## config.mk

```make
export PLATFORM = sky130hd
export DESIGN_NAME = zcmt_dcache_arbiter
export DESIGN_NICKNAME = d
export VERILOG_FILES = /design/src/rtl/zcmt_dcache_arbiter.sv
export SDC_FILE = /design/constraint.sdc
export NUM_CORES = 1
export LEC_CHECK = 0
export CELL_PAD_IN_SITES_DETAIL_PLACEMENT = 1
export CELL_PAD_IN_SITES_GLOBAL_PLACEMENT = 1
export CORE_UTILIZATION = 20
export DETAILED_ROUTE_END_ITERATION = 8
export GPL_TIMING_DRIVEN = 0
export PLACE_DENSITY_LB_ADDON = 0.15
export SLEW_MARGIN = 5
export SYNTH_ARGS = -nofsm -noshare
export SYNTH_HDL_FRONTEND = slang
export SYNTH_SLANG_ARGS = --single-unit
```

## constraint.sdc

```tcl
create_clock -name clk_i -period 1.85 [get_ports clk_i]
set_input_delay 0.37 -clock clk_i [delete_from_list [all_inputs] [get_ports clk_i]]
set_output_delay 0.37 -clock clk_i [all_outputs]
set_load 0.1 [all_outputs]
```

## src/rtl/zcmt_dcache_arbiter.sv

```systemverilog
// Shares one D$ load port between the load unit and Zcmt table fetch.
// Ports: ld_*/zc_* requester sides, dc_* cache side, busy_o/timeout_o status.
module zcmt_dcache_arbiter #(
  parameter int ADDR_WIDTH     = 34,
  parameter int DATA_WIDTH     = 32,
  parameter int ID_WIDTH       = 2,
  parameter int TIMEOUT_CYCLES = 64
) (
  input  logic                  clk_i,
  input  logic                  rst_i,
  input  logic                  flush_i,
  input  logic                  ld_req_i,
  input  logic [ADDR_WIDTH-1:0] ld_addr_i,
  input  logic [1:0]            ld_size_i,
  input  logic [ID_WIDTH-1:0]   ld_id_i,
  output logic                  ld_gnt_o,
  output logic                  ld_rvalid_o,
  output logic [DATA_WIDTH-1:0] ld_rdata_o,
  output logic                  ld_err_o,
  input  logic                  zc_req_i,
  input  logic [ADDR_WIDTH-1:0] zc_addr_i,
  input  logic [1:0]            zc_size_i,
  input  logic [ID_WIDTH-1:0]   zc_id_i,
  output logic                  zc_gnt_o,
  output logic                  zc_rvalid_o,
  output logic [DATA_WIDTH-1:0] zc_rdata_o,
  output logic                  zc_err_o,
  output logic                  dc_req_o,
  output logic [ADDR_WIDTH-1:0] dc_addr_o,
  output logic [1:0]            dc_size_o,
  output logic [ID_WIDTH-1:0]   dc_id_o,
  output logic                  dc_kill_o,
  input  logic                  dc_gnt_i,
  input  logic                  dc_rvalid_i,
  input  logic [ID_WIDTH-1:0]   dc_rid_i,
  input  logic [DATA_WIDTH-1:0] dc_rdata_i,
  output logic                  busy_o,
  output logic                  timeout_o
);

  localparam int CW = $clog2(TIMEOUT_CYCLES + 1);

  typedef enum logic [1:0] {
    S_IDLE,
    S_REQ,
    S_RESP
  } state_e;

  // Owner encoding: 0 = LD, 1 = ZC.
  state_e                state_q, state_d;
  logic                  last_q, last_d;
  logic                  own_q, own_d;
  logic [ADDR_WIDTH-1:0] addr_q, addr_d;
  logic [1:0]            size_q, size_d;
  logic [ID_WIDTH-1:0]   id_q, id_d;
  logic [CW-1:0]         cnt_q, cnt_d;

  logic                  gnt, rv, err, kill, tmo;
  logic [DATA_WIDTH-1:0] rdata;
  logic                  pick_zc, hit;

  always_ff @(posedge clk_i) begin
    if (rst_i) begin
      state_q <= S_IDLE;
      last_q  <= 1'b1;
      own_q   <= 1'b0;
      addr_q  <= '0;
      size_q  <= '0;
      id_q    <= '0;
      cnt_q   <= '0;
    end else begin
      state_q <= state_d;
      last_q  <= last_d;
      own_q   <= own_d;
      addr_q  <= addr_d;
      size_q  <= size_d;
      id_q    <= id_d;
      cnt_q   <= cnt_d;
    end
  end

  always_comb begin
    state_d = state_q;
    last_d  = last_q;
    own_d   = own_q;
    addr_d  = addr_q;
    size_d  = size_q;
    id_d    = id_q;
    cnt_d   = cnt_q;
    gnt     = 1'b0;
    rv      = 1'b0;
    err     = 1'b0;
    kill    = 1'b0;
    tmo     = 1'b0;
    rdata   = '0;
    // Tie goes to whoever did not complete last.
    pick_zc = zc_req_i & (~ld_req_i | ~last_q);
    hit     = dc_rvalid_i & (dc_rid_i == id_q);
    unique case (state_q)
      S_IDLE: begin
        if (!flush_i && (ld_req_i || zc_req_i)) begin
          own_d   = pick_zc;
          addr_d  = pick_zc ? zc_addr_i : ld_addr_i;
          size_d  = pick_zc ? zc_size_i : ld_size_i;
          id_d    = pick_zc ? zc_id_i : ld_id_i;
          state_d = S_REQ;
        end
      end
      S_REQ: begin
        if (dc_gnt_i) begin
          if (flush_i) begin
            // Cache already took it; it must be cancelled.
            kill    = 1'b1;
            state_d = S_IDLE;
          end else begin
            gnt     = 1'b1;
            cnt_d   = '0;
            state_d = S_RESP;
          end
        end else if (flush_i) begin
          state_d = S_IDLE;
        end
      end
      S_RESP: begin
        cnt_d = cnt_q + CW'(1);
        if (flush_i) begin
          kill    = 1'b1;
          state_d = S_IDLE;
        end else if (hit) begin
          rv      = 1'b1;
          rdata   = dc_rdata_i;
          last_d  = own_q;
          state_d = S_IDLE;
        end else if (cnt_q == CW'(TIMEOUT_CYCLES - 1)) begin
          tmo     = 1'b1;
          kill    = 1'b1;
          rv      = 1'b1;
          err     = 1'b1;
          last_d  = own_q;
          state_d = S_IDLE;
        end
      end
      default: state_d = S_IDLE;
    endcase
    // Reset drops the transaction without any pulse.
    if (rst_i) begin
      gnt   = 1'b0;
      rv    = 1'b0;
      err   = 1'b0;
      kill  = 1'b0;
      tmo   = 1'b0;
      rdata = '0;
    end
  end

  assign ld_gnt_o    = gnt & ~own_q;
  assign zc_gnt_o    = gnt & own_q;
  assign ld_rvalid_o = rv & ~own_q;
  assign zc_rvalid_o = rv & own_q;
  assign ld_err_o    = err & ~own_q;
  assign zc_err_o    = err & own_q;
  assign ld_rdata_o  = ld_rvalid_o ? rdata : '0;
  assign zc_rdata_o  = zc_rvalid_o ? rdata : '0;

  assign dc_req_o  = (state_q == S_REQ);
  assign dc_addr_o = addr_q;
  assign dc_size_o = size_q;
  assign dc_id_o   = id_q;
  assign dc_kill_o = kill;
  assign busy_o    = (state_q != S_IDLE);
  assign timeout_o = tmo;

endmodule

```

* Yosys cells after proc, flatten, opt, wreduce, memory -nomap -nowiden
Cells that the tools add are included.
Widths: inputs -> output; s select.
** Cells by class
- $add $sub $neg :: 1
- Eq/ne operators :: 9
- Mux-type cells :: 40
- Reduce and logical (&&, ||, !) cells :: 11
- Bitwise logic cells :: 13
** Operator list (number)
- $mux 32 :: 6
- $mux 34 :: 1
- $mux 1 :: 19
- $mux 2 :: 9
- $mux 7 :: 2
- $pmux 7 s2 :: 1
- $reduce_and 3->1 :: 3
- $and 1x1->1 :: 8
- $add 7x1->7 const B :: 1
- $eq 7x6->1 const B :: 1
- $pmux 2 s3 :: 1
- $reduce_bool 2->1 :: 3
- $ne 2x2->1 const B :: 2
- $ne 4x4->1 const B :: 1
- $not 1->1 :: 4
- $ne 3x2->1 const B :: 1
- $eq 2x1->1 const B :: 1
- $eq 2x2->1 :: 1
- $eq 2x2->1 const B :: 1
- $logic_not 2->1 :: 1
- $ne 2x1->1 const B :: 1
- $pmux 1 s2 :: 1
- $reduce_and 2->1 :: 1
- $logic_and 1x1->1 :: 1
- other kinds (3) :: 3
** Storage, ports and cells
- Output and inout port bits :: 112
- Input bits :: 117
- Flip-flop bits (word level) :: 49
- Word-level logic and storage cells :: 81

* Logic depth before layout (Yosys ltp)
- Depth in word-level cells :: 8
- Mapped depth :: 7

* Least setup slack after synthesis
No wires, ideal clock.
- Path kind :: flip-flop to output port
- Start point :: register id_q[1] (netlist: dc_id_o[1])
- End point :: output port dc_kill_o
- Setup slack :: -3.098 ns
- Stages on the path, launching flop included :: 5
- Path buffers :: 0
- Arrival :: 4.578 ns
- Cell sequence :: dfxtp_1 > xnor2_1 > nand3_1 > a31oi_1 > nor4b_1
** On the way
- Cells in the longest elaborated chain, start to end :: 6
** RTL lines
- start: declaration :: line 55 : logic [ID_WIDTH-1:0] id_q, id_d;
- start signal: assignment :: line 77 : id_q <= id_d;
- $eq 2x2->1 :: line 98 : hit = dc_rvalid_i & (dc_rid_i == id_q);
- $and 1x1->1 :: line 98
- $mux 1 :: line 129 : end else if (hit) begin
- $mux 1 :: line 126 : if (flush_i) begin
- $pmux 1 s2 :: line 99 : unique case (state_q)
- $mux 1 :: line 146 : if (rst_i) begin
- end: declaration :: line 32 : output logic dc_kill_o,
Every way passes these cells.

* Final worst setup path
- Start point :: input port dc_rid_i[0]
- End point :: output port zc_rdata_o[25]
** On the way
- Cells in the longest elaborated chain, start to end :: 8
** RTL lines
- start: declaration :: line 35 : input logic [ID_WIDTH-1:0] dc_rid_i,
- $eq 2x2->1 * :: line 98
- $and 1x1->1 * :: line 98
- $mux 1 :: line 129
- $mux 1 :: line 126
- $mux 1 :: line 99
- $mux 1 :: line 146
- $and 1x1->1 :: line 159 : assign zc_rvalid_o = rv & own_q;
- $mux 32 * :: line 163 : assign zc_rdata_o = zc_rvalid_o ? rdata : '0;
- end: declaration :: line 26 : output logic [DATA_WIDTH-1:0] zc_rdata_o,
Every way passes the cells marked *; elsewhere a longest branch is shown, timed or not.

==> metrics.md <==
| Metric | Value |
|---|---|
| Die height | `121 microns` |
| Layout cells sized above 1 | `45.4%` |
| Tcrit/Tclk final | `124%` |
| Post-synth top flop | `dfxtp_1` |
| Setup TNS Final | `-27020 ps` |
| Final setup vio count | `72` |
| Avg Vias per Cell | `4.37` |
| Max-cap check violation count | `0` |
| Clock Latency Late Sink | `290 ps` |
| Yosys warning count | `0` |
| DR iter-0 viols | `54` |
| Seq/Total Area, Yosys | `34.9%` |
| Maximum clock rate | `0.437 GHz` |
| Hpwl dp | `9.43 mm` |
| Hold_buf cts | `0` |
| DRT Pass-1 Iters | `4` |
| Worst Path Max Fanout | `8` |
| Routed wire length | `13.1 mm` |
| Post-Syn Instances | `325` |
| FP Rows | `42` |
| Leakage power | `2.67 nW` |
| Die width | `121 microns` |
| Reg2Reg Capture Point | `state_q[1]` |
| Total Power | `0.00430 W` |
| Largest net degree at the start of global routing | `15` |
| Synth Net Count | `446` |
| Area Overhead vs Synth | `139%` |
| Mean routed wirelength per cell | `17.3 microns` |
| #FFs+latches synth | `49` |
| GRT Util Overall | `18.0%` |
| Number of global-route vias before repair | `3604` |
| CTS root buffer | `clkbuf_16` |
| Overflow after GRT | `0` |
| Synth top area share | `34.9%` |
| Top cells by area, synth | `dfxtp_1, and2_1, mux2i_1` |
| Post-synth ARST share | `0%` |
| Peak VDD IR | `0.373 mV` |
| Hold Fails Final Rpt | `0` |
| Nature of the critical path startpoint | `input port` |
| Setup crit start | `dc_rid_i[0]` |
| WP data required | `1480 ps` |
| Final ANT Viol Nets | `0` |
| Initial antenna violation count | `0` |
| Post-Route Skew | `7.89 ps` |
| First-pass GRT wire length | `20.3 mm` |
| Mapped cell area | `2810 sq um` |
| WS Path Type | `input port to output port` |
| Reg2Reg Setup Slack | `0 ps` |
| Vias | `3311` |
| Slew headroom | `36.0%` |
| Area leader, netlist | `dfxtp_1` |
| Initial Util | `20.8%` |
| Netlist cell types | `38` |
| Worst min path class | `register to register` |
| Avg Synthesized Cell Area | `8.66 sq um` |
| Critical Path End Type | `output port` |
| Clock tree buffer depth | `2` |
| Worst flop-to-flop path startpoint | `dc_id_o[1]` |
| Final Max Slew Viols | `0` |
| H-tree depth | `2` |
| IO Port Bufs | `228` |
| Min cycle time layout | `2290 ps` |
| DRC Markers | `0` |
| Layout fillers | `1455` |
| PwrDens | `638 nW/um^2` |
| Die area | `14500 sq um` |
| RSZ-0062 raised after global routing | `yes` |
| WP data arrival | `1920 ps` |
| Reg2Reg Depth | `6` |
| Io pins | `229` |
| CTS Buf Count | `5` |
| Core footprint | `13500 sq um` |
| TritonCTS clock tree | `yes` |
| Antenna diode count | `0` |
| Sink Count | `49` |
| Clock-pin slew on the worst setup and hold paths | `70 ps` |
| Final Net Count | `702` |
| Most frequent cell after synthesis | `and2_1` |
| Layout Utilization | `49.9%` |
| Gp weighted congestion | `0.708` |
| Violated checks | `setup timing` |
| Post-synth EDFFs | `0` |
| Post-synth top cells | `and2_1, nor2_1, dfxtp_1, mux2i_1, a211oi_1` |
| Worst Tran Pin Value | `964 ps` |
| Status | `finished, violations left` |
| End of the critical path | `zc_rdata_o[25]` |
| Final worst slack | `-438 ps` |
[metrics by stage]
step	instances	hold WS [ps]	cell area, sq um	setup WS (ps)
6_report	758	498	6740	-438
5_1_grt	758	527	6740	-494
4_1_cts	753	503	6780	-425
3_5_place_dp	729	490	5650	-1920
3_3_place_gp	729	483	5650	-1860
2_1_floorplan	325	473	3150	-478
[layout make-up]
type                            instances  area [sq um]  share of cell area (%)
Inverter                                4          21.3                   0.316
Sequential cell                        49          1000                    14.9
Clock inverter                          1          7.51                   0.111
Tap cell                              176           220                    3.27
Buffer                                 23           226                    3.36
Timing Repair Buffer                  249          3050                    45.2
Multi-Input combinational cell        249          2080                    30.9
Clock buffer                            7           133                    1.97
[worst min-delay path by stage]
stage,end,from,depth (start not counted),slack (ps)
final,dc_addr_o[20],dc_addr_o[20],2,500
after global routing,dc_addr_o[19],dc_addr_o[19],2,530
after CTS,dc_addr_o[20],dc_addr_o[20],2,500
after detailed placement,cnt_q[1],cnt_q[1],2,490
after global placement,cnt_q[1],cnt_q[1],2,480
after floorplan,cnt_q[1],cnt_q[1],2,470
[cells in the final DEF (no fill, tap or decap), types with 2 or more instances in the layout]
cell type	instances
clkdlybuf4s50_1	110
buf_12	70
and2_4	67
nor2_1	48
mux2i_1	41
dfxtp_1	40
a211oi_1	39
clkbuf_2	29
buf_4	20
clkdlybuf4s15_2	11
clkbuf_16	8
buf_6	5
clkbuf_1	5
dfxtp_2	5
clkbuf_8	4
clkbuf_4	4
dfxtp_4	4
dlygate4sd2_1	4
nor2_4	3
buf_8	3
buf_2	3
nand2b_1	3
nand3_1	3
xor2_1	3
ha_4	3
clkdlybuf4s15_1	3
xnor2_2	2
nor2b_4	2
nor4_4	2
clkinvlp_4	2
o21bai_1	2
nand2_1	2
xnor2_1	2
nor2b_1	2
a21oi_1	2
[kinds of logic after synthesis]
kind of cell	count (synthesis)	synth area share (%)
AND/OR/NAND/NOR	144	27.7
flip-flops	49	34.9
adder cells (fa/ha/maj)	4	1.78
buffers and inverters	27	4.45
AO/OA/AOI/OAI	52	14.0
XOR/XNOR	7	2.18
multiplexers	42	15.1
[state kept, by name, indices dropped and copies added (netlist names)]
signal     flops
own_q          1
dc_addr_o     34
dc_size_o      2
dc_id_o        2
state_q        2
last_q         1
cnt_q          7
[metal layers]
metal / global-route usage [%] / wire length [microns] / up-vias
met5: 0 / 0 / -
met3: 5.19 / 1010 / 9
met1: 19.1 / 4950 / 1525
met2: 34.6 / 6980 / 144
met4: 4.01 / 147 / 0
li1: - / - / 1633
[report_power, final]
part / switching, W / leakage, nW / internal [W]
clock network: 0.000401 / 0.0641 / 0.000503
registers: 0.0000798 / 0.408 / 0.00119
logic: 0.00149 / 2.20 / 0.000638
total: 0.00197 / 2.67 / 0.00233
[worst max-delay path, cell delays in order]
cell and delay [ps]:
dlygate4sd2_1 250, xnor2_2 150, buf_4 170, nand3_4 90
buf_4 160, nor2_4 110, buf_12 140, clkbuf_8 150
and2_4 150, buf_12 170
[repair_timing]
| item | CTS | global route |
|---|---|---|
| pin swaps | 13 | 5 |
| setup buffers | 12 | 5 |
| hold endpoints to repair | 0 | 0 |
| endpoints found under the setup margin | 126 | 123 |
| resized for setup | 782 | 42 |
| cloned | 4 | 0 |
No activity file was read; power rests on OpenSTA's default activity.
